### src/rtl/simplez_core_if.sv
// Memory bus between the Simplez core and its external synchronous RAM.
// The core drives address, strobes and write data. The RAM returns read
// data one cycle after a read strobe.
interface simplez_core_if #(
  parameter int DATAW = 12,
  parameter int ADDRW = 9
);
  logic [ADDRW-1:0] mem_addr;
  logic             mem_rd;
  logic             mem_wr;
  logic [DATAW-1:0] mem_wdata;
  logic [DATAW-1:0] mem_rdata;

  modport master (
    output mem_addr, mem_rd, mem_wr, mem_wdata,
    input  mem_rdata
  );

  modport slave (
    input  mem_addr, mem_rd, mem_wr, mem_wdata,
    output mem_rdata
  );
endinterface

### src/rtl/simplez_core.sv
// Simplez execution core: an eight-instruction accumulator machine.
// It fetches from an external 1-cycle-latency RAM. It supports single-step
// pausing and resuming after HALT.
module simplez_core #(
  parameter int DATAW    = 12,
  parameter int ADDRW    = 9,
  parameter int RESET_PC = 0,
  parameter int LEDW     = 4
) (
  input  logic             clk,
  input  logic             rstn,
  simplez_core_if.master   mem,
  input  logic             step_mode,
  input  logic             step,
  input  logic             cont,
  output logic             stop,
  output logic             waiting,
  output logic [LEDW-1:0]  leds,
  output logic [ADDRW-1:0] pc,
  output logic [DATAW-1:0] ac
);

  typedef enum logic [2:0] {
    OP_ST, OP_LD, OP_ADD, OP_BR, OP_BZ, OP_CLR, OP_DEC, OP_HALT
  } opcode_t;

  typedef enum logic [2:0] {
    S_I0, S_I1, S_O0, S_O1, S_WAIT, S_HALTED
  } state_t;

  localparam logic [ADDRW-1:0] RESET_CP = ADDRW'(RESET_PC);

  state_t           state, state_nxt, end_state;
  logic [ADDRW-1:0] cp, cp_nxt;
  logic [DATAW-1:0] acc, acc_nxt;
  logic [DATAW-1:0] ri, ri_nxt;
  logic [ADDRW-1:0] addr;
  logic             rd, wr;
  opcode_t          op_in, op_ri;
  logic [ADDRW-1:0] cd_in, cd_ri;

  // Fetched word is decoded straight off the bus in I1. The operand phase
  // uses the copy latched in RI.
  assign op_in = opcode_t'(mem.mem_rdata[DATAW-1 -: 3]);
  assign cd_in = mem.mem_rdata[ADDRW-1:0];
  assign op_ri = opcode_t'(ri[DATAW-1 -: 3]);
  assign cd_ri = ri[ADDRW-1:0];

  // State, program counter, accumulator and instruction register
  always_ff @(posedge clk or negedge rstn) begin
    if (!rstn) begin
      state <= S_I0;
      cp    <= RESET_CP;
      acc   <= '0;
      ri    <= '0;
    end else begin
      state <= state_nxt;
      cp    <= cp_nxt;
      acc   <= acc_nxt;
      ri    <= ri_nxt;
    end
  end

  // Sequencing, execution and memory strobes for the current state
  always_comb begin
    state_nxt = state;
    cp_nxt    = cp;
    acc_nxt   = acc;
    ri_nxt    = ri;
    addr      = cp;
    rd        = 1'b0;
    wr        = 1'b0;
    end_state = step_mode ? S_WAIT : S_I0;
    case (state)
      S_I0: begin
        rd        = 1'b1;
        state_nxt = S_I1;
      end
      S_I1: begin
        ri_nxt    = mem.mem_rdata;
        cp_nxt    = cp + ADDRW'(1);
        state_nxt = end_state;
        case (op_in)
          OP_CLR:  acc_nxt = '0;
          OP_DEC:  acc_nxt = acc - DATAW'(1);
          OP_BR:   cp_nxt = cd_in;
          OP_BZ:   if (acc == '0) cp_nxt = cd_in;
          OP_HALT: state_nxt = S_HALTED;
          default: state_nxt = S_O0;
        endcase
      end
      S_O0: begin
        addr      = cd_ri;
        state_nxt = S_O1;
        if (op_ri == OP_ST) wr = 1'b1;
        else                rd = 1'b1;
      end
      S_O1: begin
        state_nxt = end_state;
        case (op_ri)
          OP_LD:   acc_nxt = mem.mem_rdata;
          OP_ADD:  acc_nxt = acc + mem.mem_rdata;
          default: acc_nxt = acc;
        endcase
      end
      S_WAIT: begin
        if (step || !step_mode) state_nxt = S_I0;
      end
      S_HALTED: begin
        if (cont) state_nxt = S_I0;
      end
      default: state_nxt = S_I0;
    endcase
  end

  // Strobes are gated by reset so that an in-flight access is dropped at once
  assign mem.mem_addr  = addr;
  assign mem.mem_rd    = rd & rstn;
  assign mem.mem_wr    = wr & rstn;
  assign mem.mem_wdata = acc;

  assign stop    = (state == S_HALTED);
  assign waiting = (state == S_WAIT);
  assign leds    = ri[LEDW-1:0];
  assign pc      = cp;
  assign ac      = acc;

endmodule

### src/flat_wrapper.sv
// flat-port wrapper written by rule: the top's interface ports become plain ports
module simplez_core_flat 
#(
  parameter int DATAW    = 12,
  parameter int ADDRW    = 9,
  parameter int RESET_PC = 0,
  parameter int LEDW     = 4
)
  (clk, rstn, step_mode, step, cont, stop, waiting, leds, pc, ac, mem_mem_addr, mem_mem_rd, mem_mem_wr, mem_mem_wdata, mem_mem_rdata);
  simplez_core_if #(.DATAW(DATAW), .ADDRW(ADDRW)) mem_i ();
  input  logic clk;
  input  logic rstn;
  input  logic step_mode;
  input  logic step;
  input  logic cont;
  output logic stop;
  output logic waiting;
  output logic [LEDW-1:0] leds;
  output logic [ADDRW-1:0] pc;
  output logic [DATAW-1:0] ac;
  output wire logic [$bits(mem_i.mem_addr)-1:0] mem_mem_addr;
  output wire logic [$bits(mem_i.mem_rd)-1:0] mem_mem_rd;
  output wire logic [$bits(mem_i.mem_wr)-1:0] mem_mem_wr;
  output wire logic [$bits(mem_i.mem_wdata)-1:0] mem_mem_wdata;
  input wire logic [$bits(mem_i.mem_rdata)-1:0] mem_mem_rdata;
  assign mem_mem_addr = mem_i.mem_addr;
  assign mem_mem_rd = mem_i.mem_rd;
  assign mem_mem_wr = mem_i.mem_wr;
  assign mem_mem_wdata = mem_i.mem_wdata;
  assign mem_i.mem_rdata = mem_mem_rdata;
  simplez_core #(.DATAW(DATAW), .ADDRW(ADDRW), .RESET_PC(RESET_PC), .LEDW(LEDW)) u_core (.clk(clk), .rstn(rstn), .mem(mem_i), .step_mode(step_mode), .step(step), .cont(cont), .stop(stop), .waiting(waiting), .leds(leds), .pc(pc), .ac(ac));
endmodule
### config.mk
export PLATFORM = sky130hd
export DESIGN_NAME = simplez_core_flat
export DESIGN_NICKNAME = d
export VERILOG_FILES = /design/src/rtl/simplez_core_if.sv /design/src/rtl/simplez_core.sv /design/src/flat_wrapper.sv
export SDC_FILE = /design/constraint.sdc
export NUM_CORES = 1
export LEC_CHECK = 0
export ABC_CLOCK_PERIOD_IN_PS = 6400
export BUFFER_PORTS_ARGS = -buffer_cell sky130_fd_sc_hd__buf_2
export CORE_ASPECT_RATIO = 1.2
export CORE_MARGIN = 5
export CORE_UTILIZATION = 40
export DETAILED_ROUTE_END_ITERATION = 10
export SLEW_MARGIN = 5
export SYNTH_ARGS = -nofsm -noshare
export SYNTH_HDL_FRONTEND = slang
export SYNTH_SLANG_ARGS = --single-unit
### constraint.sdc
create_clock -name clk -period 6.4 [get_ports clk]
set_input_delay 0.96 -clock clk [delete_from_list [all_inputs] [get_ports clk]]
set_output_delay 0.96 -clock clk [all_outputs]
set_load 0.01 [all_outputs]
# ---- Word-level counts from Yosys, hierarchy flattened
# Index checks and enable logic that the tools add are counted.
dict set report totals {
  register_bits 36
  out_inout_bits 50
  elab_cells 49
}
dict set report op_classes {
  addsub 3
  n_eq_ne 16
  n_mux 15
  n_bitwise 2
  n_reduce_logical 9
}
# cell n
set ops {}
lappend ops {{12-bit case mux with 2 select lines} 3}
lappend ops {{3-bit == test (second input constant)} 6}
lappend ops {{9-bit two-way mux} 2}
lappend ops {{3-bit case mux with 6 select lines} 1}
lappend ops {{9-bit case mux with 2 select lines} 1}
lappend ops {{12-bit adder} 1}
lappend ops {{3-bit by 2-bit == test with 1-bit output (second input constant)} 4}
lappend ops {{12-bit logical NOT} 1}
lappend ops {{12-bit by 1-bit subtractor with 12-bit output (second input constant)} 1}
lappend ops {{9-bit by 1-bit adder with 9-bit output (second input constant)} 1}
lappend ops {{3-bit two-way mux} 3}
lappend ops {{3-bit by 1-bit == test with 1-bit output (second input constant)} 2}
lappend ops {{3-bit logical NOT} 2}
lappend ops {{3-bit case mux with 2 select lines} 1}
lappend ops {{4-bit OR reduction} 1}
lappend ops {{1-bit two-way mux} 3}
lappend ops {{3-bit by 1-bit inequality test with 1-bit output (second input constant)} 1}
lappend ops {{3-bit inequality test (second input constant)} 1}
lappend ops {{3-bit AND reduction} 1}
lappend ops {{1-bit bitwise AND} 2}
lappend ops {{2-bit by 1-bit inequality test with 1-bit output (second input constant)} 1}
lappend ops {{2-bit inequality test (second input constant)} 1}
lappend ops {{1-bit case mux with 2 select lines} 1}
lappend ops {{2-bit AND reduction} 1}
lappend ops {{other kinds (3)} 3}

# ---- Logic depth before layout (Yosys ltp)
# Gate-level depths: netlist (run 1).
dict set report logic_depth {
  depth_word 4
  ltp_mapped 9
  depth_no_buf 9
}

# ---- Worst setup path after synthesis (run 1)
# No wires, ideal clock.
dict set report synth_path {
  kind {input-to-reg}
  startpoint {input mem_mem_rdata[0]}
  endpoint {register u_core.acc[10] (netlist: u_core.ac[10])}
  arrival_ps 2541
  required_time_ps 6274
  setup_slack_ps 3733
  cell_stages 9
  path_cell_list {ha_1 -> inv_1 -> fa_1 -> nor2b_1 -> o31a_1 -> o21ai_1 -> o21ai_0 -> xor2_1 -> a221o_1}
}
dict set report synth_between {
  elab_chain_len 3
}
# item line
set synth_lines {}
lappend synth_lines {{start, declared} flat_wrapper.sv:25} ;# input wire logic [$bits(mem_i.mem_rdata)-1:0] mem_mem_rdata;
lappend synth_lines {{12-bit adder} simplez_core.sv:102} ;# OP_ADD: acc_nxt = acc + mem.mem_rdata;
lappend synth_lines {{12-bit case mux with 2 select lines} simplez_core.sv:100} ;# case (op_ri)
lappend synth_lines {{12-bit case mux with 2 select lines} simplez_core.sv:74} ;# case (state)
lappend synth_lines {{end signal, assigned} simplez_core.sv:59} ;# acc <= acc_nxt;
lappend synth_lines {{end, declared} simplez_core.sv:35} ;# logic [DATAW-1:0] acc, acc_nxt;
# Every way passes these cells.
# A chain may end at the register's enable or synchronous reset.

# ---- Final worst setup path (run 1)
dict set report layout_path {
  startpoint {input rstn}
  endpoint {output mem_mem_wr}
}
dict set report layout_between {
  elab_chain_len 1
}
# item line
set layout_lines {}
lappend layout_lines {{start, declared} flat_wrapper.sv:12} ;# input logic rstn;
lappend layout_lines {{1-bit bitwise AND} simplez_core.sv:119} ;# assign mem.mem_wr = wr & rstn;
lappend layout_lines {{end, declared} flat_wrapper.sv:23} ;# output wire logic [$bits(mem_i.mem_wr)-1:0] mem_mem_wr;
# Every way passes these cells.

==> summary.txt, run 1 <==
Status: finished clean
Core footprint: 7150 um^2
Post-synthesis cell type count: 56
Static leakage: 0.00152 uW
PwrDens: 469 nW/um^2
Clock Sinks: 36
Tot GR Track Use: 17.3%
Maximum fanout along the worst path: 38
Cells after Synth: 348
CP Cell Sequence: buf_2 > and3_1 > buf_2
PnR worst setup slack: 3.42 ns
Clock tree from TritonCTS: done
Synthesized net count: 379
Cells after DPL: 474
Cell area after layout: 3210 um^2
Slowest-stage cell, CP: buf_2
Final setup vio count: 0
Maximum vdd ir drop: 191 uV
Initial DRC Count: 101
Per-cell routed wire length: 15.8 um
Remaining antenna violation count: 0
Synth top area cells: dfrtp_1 31%, nand2_1 6.4%, ha_1 5.6%
Post-synth ARST share: 100%
Detail Placement HPWL: 5.67 mm
Slew @ Worst Pin: 0.867 ns
Max transition margin: 42.2%
Clock buffer count from CTS: 5
Worst Reg-to-Reg Cells: 8
Skew-Pair Late Insertion Delay: 0.29 ns
Fillers: 742
Nets@finish: 422
H-tree depth: 2
Setup TNS Final: 0 ns
Worst Path Buf+Inv: 2
Yosys warning count: 0
# hold bufs at CTS: 0
Global-route wire length before repair: 12.3 mm
GRT Residual Overflow: 0
MaxCap Viol Count: 0
Die W: 87.4 um
Synth Cell Area: 2880 um^2
Postcts setup bufs: 0
Initial cell density of the core: 40.3%
Worst min path class: flop to flop
Hold path startpoint: u_core.ri[4]
Flop2flop setup slack: 3.90 ns
IO Port Bufs: 66
Reg clk slew, reported paths: 0.06 ns
Vias in the first global route: 2494
Count leader, synth: nand2_1
Syn Area/Cell: 8.27 um^2
Clk_skew: 0.0103 ns
Placed instance area: 3130 um^2
EDFF count, synth: 0
I/O pin cnt: 67
Place WS: 3.35 ns
Layout cell share with drive strength beyond 1: 24.3%
Minimum clock period: 2.98 ns
Clock tree buffer depth: 2
Crit path arrival time: 2.02 ns
Total Routed Length: 7.58 mm
Post_cts resized: 0
Crit Reg-Reg Endpoint: u_core.pc[3]
Top cells by count, synth: 49 x nand2_1, 36 x dfrtp_1, 27 x nor2_1, 25 x a21oi_1, 25 x o21ai_0
Yosys reg bits: 36
Slew Viols, Final: 0
Required time of the worst setup path: 5.44 ns
Hold path endpoint: u_core.ri[4]
Post-route DRC: 0
Post-synthesis sequential area ratio: 31.3%
RSZ-0062 raised after global routing: false
Pin count of the biggest net entering global routing: 39
Root Buffer: clkbuf_8
Via/cell ratio: 5.61
Final Hold Viols: 0
Full die area: 9000 um^2
Fin crit share: 46.6%
Hold Crit Depth: 2
Via count: 2699
Sequential standard cell area: 901 um^2
Critical path class: input port to output port
Fmax: 0.336 GHz
Area share of the largest cell type after synthesis: 31.3%
Most common cell on crit path: buf_2
Area leader, netlist: dfrtp_1
Non-filler instance count after layout: 481
Cell family with most CP delay: buffers and inverters
Main synth FF type: dfrtp_1
Slowest Stage Delay on Critical Path: 0.65 ns
Power Total: 1510 uW
Die H: 103 um
Pre-antenna DRT Iters: 4
Antenna cells: 0
Synth-to-layout area growth: 11.5%
Critical Path End Type: output port
Reg-to-Reg Start: u_core.ac[1]
Startpoint types: input port
Final RePlAce weighted congestion: 0.848
Multi-input gate area: 1750 um^2
Rows: 34
Antenna violations before repair: 0
final cells by class:
| type | instances | share of cell area (%) |
|---|---|---|
| clock buffers | 6 | 2.26 |
| clock inverters | 1 | 0.156 |
| inverters | 7 | 0.818 |
| multi-input cells | 273 | 54.4 |
| flip-flops and latches | 36 | 28.1 |
| well taps | 90 | 3.51 |
| repair buffers | 68 | 10.8 |
cells in the final DEF, fill, tap and decap left out, drive strengths merged, types with 3 or more instances in the layout:
cell type  Yosys  final
and2           3      3
clkbuf         6      6
nand2b         4      4
xor2           6      6
inv            7      7
a211oi         6      6
a21o           4      4
nand3          7      7
ha            13     13
a21oi         25     25
o221ai         4      4
nor2b          9      9
nor4           6      6
nand2         50     50
o21ai         35     35
and3           6      6
mux2          11     11
nor3          11     11
dfrtp         36     36
o22ai          3      3
a31oi          4      4
nor2          27     27
nor3b          5      5
buf           26     68
worst max-delay path by stage:
stage / slack, ns / endpoint / from / depth (start not counted)
3_5_place_dp: 3.35 / mem_mem_wr / rstn / 3
6_report: 3.42 / mem_mem_wr / rstn / 3
2_1_floorplan: 3.73 / u_core.ac[10] / mem_mem_rdata[0] / 9
3_3_place_gp: 3.37 / mem_mem_wr / rstn / 3
4_1_cts: 3.35 / mem_mem_wr / rstn / 3
5_1_grt: 3.25 / mem_mem_wr / rstn / 3
power breakdown:
group,leakage (uW),internal [uW],switching (uW)
sequential,0.000457,330,144
combinational,0.00102,375,503
clock,0.0000410,74.1,81.2
registers in the layout, indices dropped and copies added, names as in the netlist:
signal	count
u_core.ac	12
u_core.pc	9
u_core.state	3
u_core.ri	12
worst min-delay path: stages, from the launching register on:
cell and delay [ns]:
dfrtp_1 0.34, nand2_1 0.05, nand2_1 0.05
cell families after synthesis:
logic type / after synthesis / synth area share [%]
flops: 36 / 31.3
simple gates: 139 / 25.1
compound gates: 99 / 21.9
fa+ha+maj: 14 / 6.35
mux: 13 / 5.00
buf+inv: 39 / 8.00
xor+xnor: 8 / 2.43
routing by layer:
layer | track usage (%) | share of wire, % | vias up
met4 | 5.31 | 1.3 | 0
met3 | 3.04 | 5.2 | 10
met1 | 21.7 | 43 | 1284
met5 | 0 | 0 | -
li1 | - | - | 1327
met2 | 30.1 | 51 | 78
through the flow:
step | hold WS [ns] | utilization [%]
floorplan | 0.440 | -
global placement | 0.455 | 43.8
detailed placement | 0.460 | 43.8
CTS | 0.478 | 44.9
global route | 0.489 | 44.9
finish | 0.474 | 44.9
Power figures use the tool's default switching activity.
==> run 2, diff against run 1 <==
--- a/config.mk
+++ b/config.mk
@@ -5,7 +5,7 @@
 export SDC_FILE = /design/constraint.sdc
 export NUM_CORES = 1
 export LEC_CHECK = 0
-export ABC_CLOCK_PERIOD_IN_PS = 6400
+export ABC_CLOCK_PERIOD_IN_PS = 3000
 export BUFFER_PORTS_ARGS = -buffer_cell sky130_fd_sc_hd__buf_2
 export CORE_ASPECT_RATIO = 1.2
 export CORE_MARGIN = 5
==> constraint.sdc (replaced) <==
create_clock -name clk -period 3 [get_ports clk]
set_input_delay 0.45 -clock clk [delete_from_list [all_inputs] [get_ports clk]]
set_output_delay 0.45 -clock clk [all_outputs]
set_load 0.01 [all_outputs]
==> summary.txt, run 2 (synthesized netlist as in run 1, its figures left out) <==
Pre-antenna DRT Iters: 4 (unchanged)
Reg clk slew, reported paths: 0.08 ns (+0.02 ns)
Max transition margin: 51.5% (+9.2 points)
Antenna cells: 0 (unchanged)
Antenna violations before repair: 0 (unchanged)
Postcts setup bufs: 0 (unchanged)
Post-route DRC: 0 (unchanged)
Startpoint types: flop
Fmax: 0.411 GHz
GRT Residual Overflow: 0 (unchanged)
Critical Path End Type: output port
Full die area: 9000 um^2 (unchanged)
Core footprint: 7150 um^2 (unchanged)
Layout cell share with drive strength beyond 1: 25.3% (+0.96 points)
Maximum fanout along the worst path: 10 (-74%)
PwrDens: 1030 nW/um^2 (+120%)
Die H: 103 um (unchanged)
Pin count of the biggest net entering global routing: 29 (-26%)
Sequential standard cell area: 901 um^2 (unchanged)
Clock tree buffer depth: 2 (unchanged)
# hold bufs at CTS: 0 (unchanged)
Initial cell density of the core: 40.3% (unchanged)
Synth-to-layout area growth: 13.6%
Die W: 87.4 um (unchanged)
Detail Placement HPWL: 5.88 mm (+3.7%)
Final setup vio count: 0 (unchanged)
Multi-input gate area: 1750 um^2 (unchanged)
Initial DRC Count: 132 (+31%)
Clk_skew: 0.00896 ns (-0.00139 ns)
Fin crit share: 81.2%
Clock Sinks: 36 (unchanged)
Commonest non-fill, non-tap cell in the layout: buf_2
Clock buffer count from CTS: 5 (unchanged)
Cell family with most CP delay: simple AND/OR/NAND/NOR gates
Via count: 2718 (+0.70%)
H-tree depth: 2 (unchanged)
RSZ-0062 raised after global routing: false
Minimum clock period: 2.43 ns
IO Port Bufs: 66 (unchanged)
CP Cell Sequence: nor2_1 > and2_1 > mux2_2 > buf_2
Nets@finish: 426 (+0.95%)
MaxCap Viol Count: 0 (unchanged)
Per-cell routed wire length: 16.1 um (+2.4%)
Static leakage: 0.00155 uW (+2.2%)
Final RePlAce weighted congestion: 0.870 (+2.5%)
Remaining antenna violation count: 0 (unchanged)
Worst min path class: input port to async pin
Slowest Stage Delay on Critical Path: 0.48 ns (-0.17 ns)
Maximum vdd ir drop: 427 uV (+120%)
Via/cell ratio: 5.59 (-0.33%)
Final core utilization: 45.8% (+0.84 points)
Clock tree from TritonCTS: done
Final Hold Viols: 0 (unchanged)
Root Buffer: clkbuf_8
Required time of the worst setup path: 2.55 ns (-2.89 ns)
Critical path class: flop to output port
Vias in the first global route: 2525 (+1.2%)
Status: finished clean
Rows: 34 (unchanged)
Setup TNS Final: 0 ns (unchanged)
Crit path arrival time: 1.98 ns (-0.04 ns)
Slew @ Worst Pin: 0.728 ns (-0.139 ns)
Total Routed Length: 7.84 mm (+3.5%)
Worst Path Buf+Inv: 1 (-1)
I/O pin cnt: 67 (unchanged)
Most frequent cells in the layout: 66 x buf_2, 49 x nand2_1, 36 x dfrtp_1, 27 x nor2_1
Post_cts resized: 0 (unchanged)
Slowest-stage cell, CP: dfrtp_1
Fillers: 759 (+2.3%)
Skew-Pair Late Insertion Delay: 0.30 ns (about the same)
Slew Viols, Final: 0 (unchanged)
Global-route wire length before repair: 12.8 mm (+3.7%)
Tot GR Track Use: 17.8% (+0.46 points)
## run 2: power by group
| part | switching, uW | leakage [uW] | internal, uW |
|---|---|---|---|
| Clock | 186 | 0.0000552 | 247 |
| Combinational | 1100 | 0.00104 | 820 |
| Sequential | 313 | 0.000457 | 703 |
| Total | 1600 | 0.00155 | 1770 |
## run 2: worst paths after layout
check                                  from         endpoint  slack, ns  cells past startpoint
max                         u_core.state[0]  mem_mem_addr[4]       0.57                      4
min                                    rstn     u_core.ri[5]       0.04                      1
max reg2reg                    u_core.ac[0]    u_core.ac[10]       0.67                      9
min reg2reg                    u_core.ri[5]     u_core.ri[5]       0.48                      2
max in group asynchronous              rstn    u_core.ac[11]       2.32                      2
min in group clk           mem_mem_rdata[3]     u_core.ri[3]       0.41                      3
## run 2: per-stage QoR
stage	setup WS, ns	power [uW]	instances	instance area [um^2]	hold slack (ns)
2_1_floorplan	0.792	2420	348	2880	0.154
3_3_place_gp	0.611	2940	478	3160	0.374
3_5_place_dp	0.584	2960	478	3160	0.372
4_1_cts	0.521	3400	486	3270	0.0442
5_1_grt	0.408	3670	486	3270	0.0731
6_report	0.565	3360	486	3270	0.0404
## run 2: layer usage
metal	vias up	GRT usage, %	share of wire [%]
met5	-	0	0
met3	16	2.64	4.4
met2	78	29.5	49
li1	1336	-	-
met4	0	6.61	2.7
met1	1288	23.3	44
## run 2: layout make-up
cell class	instances	share of cell area (%)
multi-input combinational	273	53.4
sequential	36	27.5
timing repair buffer	72	11.5
tap	90	3.44
clock buffer	6	2.22
clock inverter	2	1.07
inverter	7	0.803
## run 2: worst reg2reg max path: cells and delay by family, from the launching register on
kind / cells / cell delay (ns)
AOI/OAI and AO/OA: 4 / 0.85
xor gates and xnor gates: 1 / 0.09
adders and majority gates: 2 / 0.60
buffers and inverters: 1 / 0.06
DFF: 1 / 0.44
and+or+nand+nor: 1 / 0.19
==> run 3, diff against run 2 <==
--- a/config.mk
+++ b/config.mk
@@ -5,7 +5,7 @@
 export SDC_FILE = /design/constraint.sdc
 export NUM_CORES = 1
 export LEC_CHECK = 0
-export ABC_CLOCK_PERIOD_IN_PS = 3000
+export ABC_CLOCK_PERIOD_IN_PS = 1960
 export BUFFER_PORTS_ARGS = -buffer_cell sky130_fd_sc_hd__buf_2
 export CORE_ASPECT_RATIO = 1.2
 export CORE_MARGIN = 5
==> constraint.sdc (replaced) <==
create_clock -name clk -period 1.96 [get_ports clk]
set_input_delay 0.294 -clock clk [delete_from_list [all_inputs] [get_ports clk]]
set_output_delay 0.294 -clock clk [all_outputs]
set_load 0.01 [all_outputs]
==> summary.txt, run 3 (synthesized netlist as in run 1, its figures left out) <==
Sw Pwr: 2740 uW (+72%)
Fillers: 667 (-12%)
Cells after DPL: 523 (+9.4%)
Slowest-stage cell, CP: dfrtp_2
Clock tree from TritonCTS: done
Most frequent cells in the layout: 66 x buf_2, 59 x buf_4, 49 x nand2_1, 31 x dfrtp_1, 25 x nor2_1
Skew-Pair Late Insertion Delay: 0.29 ns (about the same)
Reg-to-Reg Start: u_core.ac[0]
Critical path class: flop to flop
Synth-to-layout area growth: 36.2%
Maximum vdd ir drop: 759 uV (+78%)
Slowest Stage Delay on Critical Path: 0.43 ns (-0.05 ns)
Worst Path Buf+Inv: 4 (+3)
CP Cell Sequence: buf_4 > inv_1 > ha_2 > nor2b_4 > nand2_4 > o32ai_4 > buf_6 > buf_12 > mux2i_2 > o21ai_2
Via count: 3003 (+10%)
Final Hold Viols: 0 (unchanged)
H-tree depth: 2 (unchanged)
I/O pin cnt: 67 (unchanged)
Minimum clock period: 2.04 ns
Tot GR Track Use: 20.0% (+2.2 points)
Global-route wire length before repair: 14.1 mm (+10%)
Fmax: 0.490 GHz
Comb pwr share: 64.9% (+8.0 points)
IO Port Bufs: 66 (unchanged)
RSZ-0062 raised after global routing: true
Clk_skew: 0.0112 ns (+0.00222 ns)
Failing checks: negative setup slack
Non-filler instance count after layout: 547 (+13%)
Layout cell share with drive strength beyond 1: 40.7% (+15 points)
Hold path endpoint: u_core.ri[3]
Detail Placement HPWL: 6.61 mm (+12%)
Die W: 87.4 um (unchanged)
Power Total: 6120 uW (+82%)
Setup TNS Final: -0.465 ns (-0.465 ns)
Required time of the worst setup path: 2.13 ns (-0.42 ns)
Total Routed Length: 8.94 mm (+14%)
PwrDens: 1560 nW/um^2 (+52%)
Crit Reg-Reg Endpoint: u_core.pc[1]
GRT Residual Overflow: 0 (unchanged)
Hold Crit Depth: 3
Max transition margin: 65.8% (+14 points)
Remaining antenna violation count: 0 (unchanged)
Die H: 103 um (unchanged)
Antenna violations before repair: 0 (unchanged)
Slew Viols, Final: 0 (unchanged)
Cell family with most CP delay: buffers and inverters
Clock tree buffer depth: 2 (unchanged)
Initial DRC Count: 200 (+52%)
Via/cell ratio: 5.49 (-1.8%)
Vias in the first global route: 2975 (+18%)
Internal power: 3380 uW (+91%)
Place WS: -0.136 ns (-0.720 ns)
Pin count of the biggest net entering global routing: 29 (unchanged)
Switch share: 44.8% (-2.6 points)
Root Buffer: clkbuf_8
Initial cell density of the core: 40.3% (unchanged)
Critical Path End Type: flop
Maximum fanout along the worst path: 6 (-4)
Core footprint: 7150 um^2 (unchanged)
Final RePlAce weighted congestion: 0.899 (+3.3%)
Flop2flop setup slack: -0.08 ns (-0.75 ns)
Startpoint types: flop
MaxCap Viol Count: 0 (unchanged)
Reg clk slew, reported paths: 0.08 ns (about the same)
Clock buffer count from CTS: 5 (unchanged)
Per-cell routed wire length: 16.3 um (+1.3%)
Hold path startpoint: mem_mem_rdata[3]
Worst min path class: input port to flop
Clock Power Share: 11.1% (-1.8 points)
Final setup vio count: 11 (+11)
Post-route DRC: 0 (unchanged)
Slew @ Worst Pin: 0.512 ns (-0.216 ns)
Full die area: 9000 um^2 (unchanged)
Crit path arrival time: 2.21 ns (+0.23 ns)
Clock Sinks: 36 (unchanged)
Status: complete, but fails checks
Pre-antenna DRT Iters: 4 (unchanged)
Static leakage: 0.00188 uW (+21%)
Seq pwr share: 24.0% (-6.2 points)
Worst Reg-to-Reg Cells: 10 (+1)
Antenna cells: 0 (unchanged)
Commonest non-fill, non-tap cell in the layout: buf_2
Nets@finish: 487 (+14%)
Fin crit share: 104%
PnR worst setup slack: -0.0796 ns (-0.645 ns)
Rows: 34 (unchanged)
==> run 3: layout make-up <==
type	count	area [um^2]	area share, %
clock buffers	5	68.8	1.75
repair buffers	133	885	22.6
inverters	7	28.8	0.734
flip-flops and latches	36	907	23.1
multi-input cells	273	1880	47.9
clock inverters	3	42.5	1.08
well taps	90	113	2.87
==> run 3: layer usage <==
layer,up-vias,part of all wire (%),GRT usage (%)
li1,1465,-,-
met1,1430,42,24.9
met2,91,52,35.4
met3,17,4.6,2.80
met4,0,1.9,6.26
met5,-,0,0
==> run 3: how the worst max path moves through the flow <==
| stage | cells past startpoint | slack (ns) | start | endpoint |
|---|---|---|---|---|
| finish | 10 | -0.08 | u_core.ac[0] | u_core.pc[1] |
| global route | 9 | -0.16 | u_core.ac[0] | u_core.ac[10] |
| CTS | 9 | -0.08 | u_core.ac[0] | u_core.ac[10] |
| detailed placement | 8 | -0.14 | mem_mem_rdata[1] | u_core.ac[9] |
| global placement | 8 | -0.1 | mem_mem_rdata[1] | u_core.ac[9] |
| floorplan | 7 | -0.02 | u_core.ac[2] | u_core.ac[10] |
==> run 3: timing repair <==
action,4_1_cts,5_1_grt
cloned,1,2
hold buffers,1,0
endpoints found under the setup margin,22,26
gates resized for setup,12,24
pin swaps,10,19
setup buffers,7,7
endpoints found under the hold margin,9,0
==> run 3: power by group through the flow <==
stage,combinational [uW],clock (uW),sequential (uW)
after global placement,3500,0,1470
after floorplan,2220,0,1520
after detailed placement,3550,0,1480
final,3970,677,1470
after CTS,3770,689,1450
after global routing,4370,717,1530
==> run 3: per-stage QoR <==
step / util, % / hold slack (ns) / instance area, um^2
5_1_grt: 54.9 / 0.278 / 3920
3_5_place_dp: 49.7 / 0.207 / 3550
6_report: 54.9 / 0.267 / 3920
3_3_place_gp: 49.7 / 0.212 / 3550
2_1_floorplan: - / -0.00159 / 2920
4_1_cts: 53.2 / 0.258 / 3800
==> run 3: worst register-to-register path, stage by stage (launching register included) <==
cell and delay (ns):
dfrtp_2 0.43, buf_4 0.14, inv_1 0.05, ha_2 0.17, nor2b_4 0.17, nand2_4 0.08
o32ai_4 0.29, buf_6 0.16, buf_12 0.12, mux2i_2 0.24, o21ai_2 0.06
